$ cat config.mk
export PLATFORM = sky130hd
export DESIGN_NAME = cs_sample_feeder
export DESIGN_NICKNAME = d
export VERILOG_FILES = /design/src/rtl/cs_sample_feeder.sv
export SDC_FILE = /design/constraint.sdc
export NUM_CORES = 1
export LEC_CHECK = 0
export BUFFER_PORTS_ARGS = -buffer_cell sky130_fd_sc_hd__buf_2
export CORE_UTILIZATION = 50
export CTS_CLUSTER_SIZE = 28
export DETAILED_ROUTE_END_ITERATION = 10
export GPL_ROUTABILITY_DRIVEN = 0
export HOLD_SLACK_MARGIN = 0.03
export PLACE_DENSITY = 0.68
export SLEW_MARGIN = 25
export SYNTH_ARGS = -nofsm -noshare
export SYNTH_HDL_FRONTEND = slang
export SYNTH_SLANG_ARGS = --single-unit
$ cat constraint.sdc
create_clock -name clk -period 4.1 [get_ports clk]
set_input_delay 0.82 -clock clk [delete_from_list [all_inputs] [get_ports clk]]
set_output_delay 0.82 -clock clk [all_outputs]
set_load 0.02 [all_outputs]
$ cat src/rtl/cs_sample_feeder.sv
// Sample FIFO feeding the CS block X input one sample per clock, with full-window
// tagging of CS results and a FEED/DRAIN/DONE stream sequencer.
module cs_sample_feeder #(
  parameter int DEPTH = 16,
  parameter int WIN   = 9,
  parameter int LAT   = 2
) (
  input  logic       clk,
  input  logic       reset,
  input  logic       wr_en,
  input  logic [7:0] wr_data,
  output logic       full,
  output logic       overflow,
  input  logic       start,
  output logic [7:0] X,
  output logic       x_valid,
  input  logic [9:0] y_in,
  output logic [9:0] y_out,
  output logic       y_valid,
  output logic [7:0] y_cnt,
  output logic       busy,
  output logic       done
);

  localparam int AW = $clog2(DEPTH);
  localparam int CW = $clog2(DEPTH + 1);
  localparam int WW = $clog2(WIN + 1);
  localparam int LW = $clog2(LAT + 1);

  typedef enum logic [1:0] {S_IDLE, S_FEED, S_DRAIN, S_FIN} state_t;

  state_t        state, state_n;
  logic [7:0]    mem [DEPTH];
  logic [AW-1:0] wr_ptr, rd_ptr;
  logic [CW-1:0] count;
  logic [LW-1:0] drain_cnt;
  logic [WW-1:0] wcnt, wcnt_inc;
  logic [LAT-1:0] vld_pipe, full_pipe;
  logic          push, pop, empty, tag, drain_entry;

  assign empty       = (count == '0);
  assign full        = (count == CW'(DEPTH));
  assign push        = wr_en && !full;
  assign pop         = (state == S_FEED) && !empty;
  assign drain_entry = (state == S_FEED) && empty;
  assign wcnt_inc    = (wcnt == WW'(WIN)) ? wcnt : wcnt + WW'(1);
  assign tag         = pop && (wcnt_inc == WW'(WIN));
  assign busy        = (state != S_IDLE);
  assign done        = (state == S_FIN);

  always_comb begin
    state_n = state;
    case (state)
      S_IDLE:  if (start && !empty) state_n = S_FEED;
      S_FEED:  if (empty) state_n = S_DRAIN;
      S_DRAIN: if (drain_cnt == LW'(LAT - 1)) state_n = S_FIN;
      S_FIN:   state_n = S_IDLE;
      default: state_n = S_IDLE;
    endcase
  end

  always_ff @(posedge clk or posedge reset) begin
    if (reset) begin
      state     <= S_IDLE;
      drain_cnt <= '0;
    end else begin
      state     <= state_n;
      drain_cnt <= (state == S_DRAIN) ? drain_cnt + LW'(1) : '0;
    end
  end

  // Storage is not reset; validity is carried entirely by count.
  always_ff @(posedge clk) begin
    if (push) mem[wr_ptr] <= wr_data;
  end

  always_ff @(posedge clk or posedge reset) begin
    if (reset) begin
      wr_ptr   <= '0;
      rd_ptr   <= '0;
      count    <= '0;
      overflow <= 1'b0;
    end else begin
      if (push) wr_ptr <= wr_ptr + AW'(1);
      if (pop)  rd_ptr <= rd_ptr + AW'(1);
      case ({push, pop})
        2'b10:   count <= count + CW'(1);
        2'b01:   count <= count - CW'(1);
        default: count <= count;
      endcase
      if (wr_en && full) overflow <= 1'b1;
    end
  end

  always_ff @(posedge clk or posedge reset) begin
    if (reset) begin
      X         <= '0;
      x_valid   <= 1'b0;
      wcnt      <= '0;
      vld_pipe  <= '0;
      full_pipe <= '0;
      y_out     <= '0;
      y_valid   <= 1'b0;
      y_cnt     <= '0;
    end else begin
      X       <= pop ? mem[rd_ptr] : '0;
      x_valid <= pop;
      if (drain_entry) wcnt <= '0;
      else if (pop)    wcnt <= wcnt_inc;
      // Stage 0 lines up with x_valid; the last stage lines up with Y at y_in.
      vld_pipe[0]  <= pop;
      full_pipe[0] <= tag;
      for (int i = 1; i < LAT; i++) begin
        vld_pipe[i]  <= vld_pipe[i-1];
        full_pipe[i] <= full_pipe[i-1];
      end
      y_valid <= vld_pipe[LAT-1] && full_pipe[LAT-1];
      if (vld_pipe[LAT-1] && full_pipe[LAT-1]) begin
        y_out <= y_in;
        y_cnt <= y_cnt + 8'd1;
      end
    end
  end

endmodule

# == Yosys cells after proc, flatten, opt, wreduce, memory -nomap -nowiden ==
# Memory sizes are Yosys's and may differ from the RTL's.
# Index checks and enable logic that the tools add are counted.
# W data, S select, Z words.
# op_classes
add_sub_neg,7
n_eq_ne,12
muxes,12
reduce_logical,15
# op_table
op,n
$add A4 B1 Y4 const B,3
$mux W4,3
$pmux W5 S2,1
$add A8 B1 Y8 const B,1
$eq A4 B4 Y1 const B,2
$mux W2,4
$mux W8,1
$pmux W2 S4,1
$logic_and A1 B1 Y1,7
$eq A2 B1 Y1 const B,3
$eq A2 B2 Y1 const B,3
$ne A2 B2 Y1 const B,3
$reduce_bool A2 Y1,3
$add A5 B1 Y5 const B,1
$eq A5 B5 Y1 const B,1
$logic_not A5 Y1,1
$sub A5 B1 Y5 const B,1
$reduce_and A3 Y1,1
$add A2 B1 Y2 const B,1
$logic_not A1 Y1,2
$logic_not A2 Y1,1
$mux W1,2
# word_totals
ff_bits,54
ram_bits,128
input_bits,22
output_inout_bits,32
elab_cells,61
n_memories,1
# memory_table
name,depth,width,rd,rd_ports_with_merged_regs,write_ports,line,text
mem,16,8,1,0,1,33,logic [7:0] mem [DEPTH];

# == Depth between registers and ports, before layout ==
# logic_depth
ltp_word,5
ltp_mapped,13
depth_no_buf,11

# == Worst setup path after synthesis ==
# OpenSTA, ideal clock, no wires.
# synth_path
path_type,register -> register
start,register count[1]
end,register count[4]
setup_time_ps,127
arrival_ps,2830
required_ps,3973
path_slack_ps,1143
stages_incl_launch_ff,14
n_path_buf,3
synth_period_minus_slack_ps,2957
cell_sequence,dfrtp_1 -> buf_6 -> or4_4 -> o21ai_2 -> inv_2 -> clkbuf_1 -> ha_1 -> clkbuf_1 -> xor2_1 -> ha_1 -> or2_2 -> a31oi_1 -> o31ai_1 -> xnor2_1
# synth_between
elab_chain_len,5
word_cells_on_any_way,12
cone_classes,add/sub: 2; eq/ne: 3; mux: 1; reduce/logical: 6
# synth_lines
element,line,text
from (decl),35,logic [CW-1:0] count;
from (signal assigned),87,2'b10: count <= count + CW'(1);
from (signal assigned),88,2'b01: count <= count - CW'(1);
from (signal assigned),89,default: count <= count;
$logic_not A5 Y1 (*),41,assign empty = (count == '0);
$logic_not A1 Y1 (*),44,assign pop = (state == S_FEED) && !empty;
$logic_and A1 B1 Y1 (*),44,
named net pop,39,"logic push, pop, empty, tag, drain_entry;"
$eq A2 B1 Y1 / $eq A2 B2 Y1 (equally long branches),86,"case ({push, pop})"
$pmux W5 S2 / $reduce_bool A2 Y1 (equally long branches),--,
# Mark *: on every way through the listed nets, which the timed path passes. The rest lies on a longest branch.
# A chain may end at the register's enable or synchronous reset.

# == Worst setup path in the final report ==
# layout_path
start,register count[1]
end,register count[4]
# layout_between
elab_chain_len,5
word_cells_on_any_way,12
cone_classes,add/sub: 2; eq/ne: 3; mux: 1; reduce/logical: 6
# layout_lines
element,line
$eq A5 B5 Y1 / $logic_not A5 Y1 (equally long branches),"42, 41"
$logic_not A1 Y1 (on tied branches),"43, 44"
$logic_and A1 B1 Y1 (on tied branches),"43, 44"
$eq A2 B1 Y1 / $eq A2 B2 Y1 (equally long branches),86
$pmux W5 S2 / $reduce_bool A2 Y1 (equally long branches),--
# Several ways; a longest one is shown, not always the timed one.

==> impl_summary.log <==
INFO  metric result_of_the_run = complete, no violations
INFO  metric cpPeakStageDelay = between 0.5 and 0.6 ns
INFO  metric worst_slew_slack_as_a_fraction_of_its_limit = 30.9%
INFO  metric critical_path_peak_fanout = 16
INFO  metric post_synth_inst_count = ~450
INFO  metric post_synth_net_total = 492
INFO  metric swShare = 32.2%
INFO  metric global_route.usage.total = about a fifth
INFO  metric cp-end-kind = flip-flop
INFO  metric grt_pass1_vias = 3,955
INFO  metric power_switching = 1.88 mW
INFO  metric finalNetCount = 547
INFO  metric worstReg2RegEnd = count[4]$_DFFE_PP0P_
INFO  metric tritoncts_num_sinks = 181
INFO  metric drt_pass1_iterations = 5
INFO  metric power.density = approximately 700 mW/mm^2
INFO  metric num_vias = approximately 4,000
INFO  metric total_power = approximately 5.8 mW
INFO  metric io_pins = 54
INFO  metric total_leakage_power = 3.28 nW
INFO  metric die_w = 124 um
INFO  metric worstRegToRegCells = 10
INFO  metric timing.hold.worst_path_depth = 0
INFO  metric post_cts.repair.setup_buffers = 0
INFO  metric synth_ff_type = sky130_fd_sc_hd__edfxtp_1
INFO  metric fillCellCount = approximately 1,100
INFO  metric setup_violations = 0
INFO  metric timing.setup.critical_path_class = reg2reg
INFO  metric clock_edge_transition_at_the_registers_on_the_reported_setup_and_hold_paths = approximately 0.060 ns
INFO  metric overflow = 0
INFO  metric worstPathArrival = about 3.7 ns
INFO  metric wl_met1 = ~6300 um
INFO  metric post_dp_hpwl = around 9200 um
INFO  metric largest_net_degree_at_the_start_of_global_routing = 36
INFO  metric cts_hold_repair.buffers = 0
INFO  metric hold_viol_final = 0
INFO  metric post-place-cells = 672
INFO  metric cts_max_path_buffers = 2
INFO  metric cts-buffers-inserted = 17
INFO  metric worst_pin_slew = slightly above 1 ns
INFO  metric die_h = 124 um
INFO  metric ys_types = 46
INFO  metric ys_seq_area_share = approximately 70%
INFO  metric clock_insertion_delay_worst_skew = 0.42 ns
INFO  metric port_buffers = 53
INFO  metric postCtsResizedCells = 0
INFO  metric required = 4.41 ns
INFO  metric drive_gt1_share = 23.3%
INFO  metric total_negative_slack = 0 ns
INFO  metric critical_path_cell_with_the_highest_stage_delay = sky130_fd_sc_hd__or4_4
INFO  metric initial_util = 51.2%
INFO  metric worst-r2r-setup-slack = 0.69 ns
INFO  metric cell_internal_pwr = 3.95 mW
INFO  metric yosys_register_bits = 181
INFO  metric route.met3.wl = 668 um
INFO  metric fmax = 0.294 GHz
INFO  metric power_frac_comb = between 20 and 30%
INFO  metric hold_end = full_pipe[1]$_DFF_PP0_
INFO  metric synth_area = 0.00741 sq mm
INFO  metric tritoncts = yes
INFO  metric p_seq_share = 45.0%
INFO  metric vdd_ir_drop_max = approximately 320 uV
INFO  metric final_cells = 703
INFO  metric synthArstFlopShare = 29.3%
INFO  metric placement_rows = 44
INFO  metric setup_repair_after_global_routing_missed_its_margin = false
INFO  metric number_of_synthesized_flops_with_an_enable_pin = 128
INFO  metric finalCriticalPeriod = 3.41 ns
INFO  metric slew_violations = 0
INFO  metric wirelength = 13,900 um
INFO  metric coreArea = 0.0145 sq mm
INFO  metric antenna_found_initial = 1
INFO  metric crit_path_cell_trace = or4_4 > o21ai_2 > inv_2 > ha_1 > xor2_1 > ha_1 > or2_2 > a31oi_1 > o31ai_1 > xnor2_1
INFO  metric antenna_cells = 0
INFO  metric cts.root.buffer_cell = sky130_fd_sc_hd__clkbuf_16
INFO  metric max_cap_viols = 0
INFO  metric cp.buffers_inverters = 1
INFO  metric cts_max_level = 4
INFO  metric synthesis.yosys.warnings = 0
INFO  metric hold-worst-slack = 0.368 ns
INFO  metric highest-signal-layer = met4
INFO  metric post_drt_via_cell_ratio = 5.72
INFO  metric remaining_drc_errors = 0
INFO  metric hold_path_class = reg2reg
INFO  metric setup.worst_path.start_class = flip-flop
INFO  metric grt_first_pass_wirelength = roughly 22,000 um
INFO  metric critical_path.reg2reg.startpoint = count[1]$_DFFE_PP0P_
INFO  metric post-route-period-util = 83.1%
INFO  metric cpLargestDelayFamily = simple AND/OR/NAND/NOR gates
INFO  metric startpoint_of_the_most_critical_hold_path = full_pipe[0]$_DFF_PP0_
INFO  metric area.growth.synth_to_final = 13.6%
INFO  metric design.die.area = around 0.015 sq mm
INFO  metric met2_wirelength = 6640 um
INFO  metric share_clk_of_total_power = 27.3%
INFO  metric drtAntennaViolNets = 0
INFO  metric initialDrtViolationCount = roughly 310
INFO  metric routed_wire_length_per_instance = 19.8 um
INFO  metric crit_path_frequent_cell = sky130_fd_sc_hd__ha_1
INFO  metric worst_clock_skew = between 0.008 and 0.009 ns
INFO  metric syn-mean-instance-area = 16.4 sq um
## synthesized netlist by cell type, drive strengths merged, types with 6 or more instances
| cell type | n | share of area [%] |
|---|---|---|
| mux2 | 13 | 2.0 |
| inv | 13 | 0.66 |
| buf | 15 | 1.0 |
| mux4 | 16 | 4.9 |
| edfxtp | 128 | 52 |
| clkbuf | 9 | 0.46 |
| nand4 | 12 | 1.0 |
| nor3 | 6 | 0.41 |
| dfrtp | 53 | 18 |
| o21ai | 8 | 0.59 |
| nand2 | 15 | 0.76 |
| mux2i | 40 | 5.4 |
| xnor2 | 15 | 1.8 |
| a22oi | 16 | 1.6 |
| o31ai | 9 | 0.91 |
| ha | 18 | 3.0 |
| nor2 | 17 | 0.86 |
## registers in the layout, indices dropped and copies added (netlist names)
name,flops
y_out,10
X,8
drain_cnt,2
overflow,1
mem,128
count,5
vld_pipe,2
full_pipe,2
y_valid,1
y_cnt,8
rd_ptr,4
wcnt,4
state,2
wr_ptr,4
## placed cells by master (no fill, tap or decap), types with 3 or more instances in the layout
master / synthesis / routed
sky130_fd_sc_hd__nand4_1: 12 / 12
sky130_fd_sc_hd__inv_1: 12 / 11
sky130_fd_sc_hd__clkinv_2: 0 / 4
sky130_fd_sc_hd__buf_2: 10 / 53
sky130_fd_sc_hd__nand3_1: 4 / 4
sky130_fd_sc_hd__dfrtp_1: 53 / 52
sky130_fd_sc_hd__nand3b_1: 4 / 4
sky130_fd_sc_hd__mux2i_1: 40 / 40
sky130_fd_sc_hd__ha_1: 18 / 18
sky130_fd_sc_hd__xor2_1: 4 / 4
sky130_fd_sc_hd__and3_1: 3 / 3
sky130_fd_sc_hd__nor3_1: 6 / 6
sky130_fd_sc_hd__clkbuf_1: 9 / 3
sky130_fd_sc_hd__nor2_1: 17 / 17
sky130_fd_sc_hd__o31ai_1: 9 / 9
sky130_fd_sc_hd__nor2b_1: 5 / 5
sky130_fd_sc_hd__a22oi_1: 16 / 16
sky130_fd_sc_hd__nand2b_1: 3 / 3
sky130_fd_sc_hd__edfxtp_1: 128 / 128
sky130_fd_sc_hd__mux4_2: 16 / 16
sky130_fd_sc_hd__bufinv_16: 0 / 3
sky130_fd_sc_hd__nand2_1: 15 / 15
sky130_fd_sc_hd__clkbuf_16: 0 / 17
sky130_fd_sc_hd__mux2_2: 12 / 12
sky130_fd_sc_hd__a31oi_1: 3 / 3
sky130_fd_sc_hd__buf_4: 0 / 7
sky130_fd_sc_hd__o21ai_0: 7 / 7
sky130_fd_sc_hd__xnor2_1: 15 / 15
sky130_fd_sc_hd__and2_1: 3 / 3
## cell families (layout without fill, tap and decap cells)
family	count (synthesis)	count (layout)	synth area share, %
compound gates	48	48	4.78
xor+xnor	19	19	2.25
fa+ha+maj	18	18	3.04
buf+inv	37	104	2.14
flops	181	181	69.8
mux	69	69	12.2
simple gates	80	80	5.78
## worst max path at each step
stage / endpoint / startpoint / slack [ns] / depth (start not counted)
6_report: count[4]$_DFFE_PP0P_ / count[1]$_DFFE_PP0P_ / 0.69 / 10
5_1_grt: count[4]$_DFFE_PP0P_ / count[1]$_DFFE_PP0P_ / 0.46 / 10
4_1_cts: count[4]$_DFFE_PP0P_ / count[1]$_DFFE_PP0P_ / 0.73 / 10
3_5_place_dp: count[4]$_DFFE_PP0P_ / count[1]$_DFFE_PP0P_ / 0.74 / 10
3_3_place_gp: count[4]$_DFFE_PP0P_ / count[1]$_DFFE_PP0P_ / 0.86 / 10
2_1_floorplan: count[4]$_DFFE_PP0P_ / count[1]$_DFFE_PP0P_ / 1.14 / 13
## area by class of cell
| class | instances | area, sq um | area share, % |
|---|---|---|---|
| inverter | 13 | 48.8 | 0.579 |
| multi-input combinational | 234 | 2080 | 24.7 |
| sequential | 181 | 5170 | 61.4 |
| clock buffer | 20 | 437 | 5.19 |
| clock inverter | 11 | 135 | 1.60 |
| tap | 184 | 230 | 2.73 |
| timing repair buffer | 60 | 318 | 3.77 |
## per-layer routing
layer | global-route usage, % | vias to the layer above
met3 | 4.26 | 27
met5 | 0 | -
met2 | 30.8 | 122
met4 | 8.89 | 0
met1 | 26.9 | 2031
li1 | - | 1844
## through the flow
stage / util (%) / worst slack, ns / instance area, sq um
after global routing: 58.2 / 0.455 / 8420
after CTS: 58.2 / 0.731 / 8420
after global placement: 54.2 / 0.860 / 7850
final: 58.2 / 0.693 / 8420
after floorplan: - / 1.14 / 7410
after detailed placement: 54.2 / 0.744 / 7850
## power groups by stage
stage          clock network, mW  registers [mW]  logic [mW]
3_3_place_gp                   0            2.64        1.58
3_5_place_dp                   0            2.66        1.63
5_1_grt                     1.69            2.68        1.78
6_report                    1.59            2.62        1.61
2_1_floorplan                  0            2.52        1.28
4_1_cts                     1.62            2.63        1.63
(Power assumes the default switching activity.)
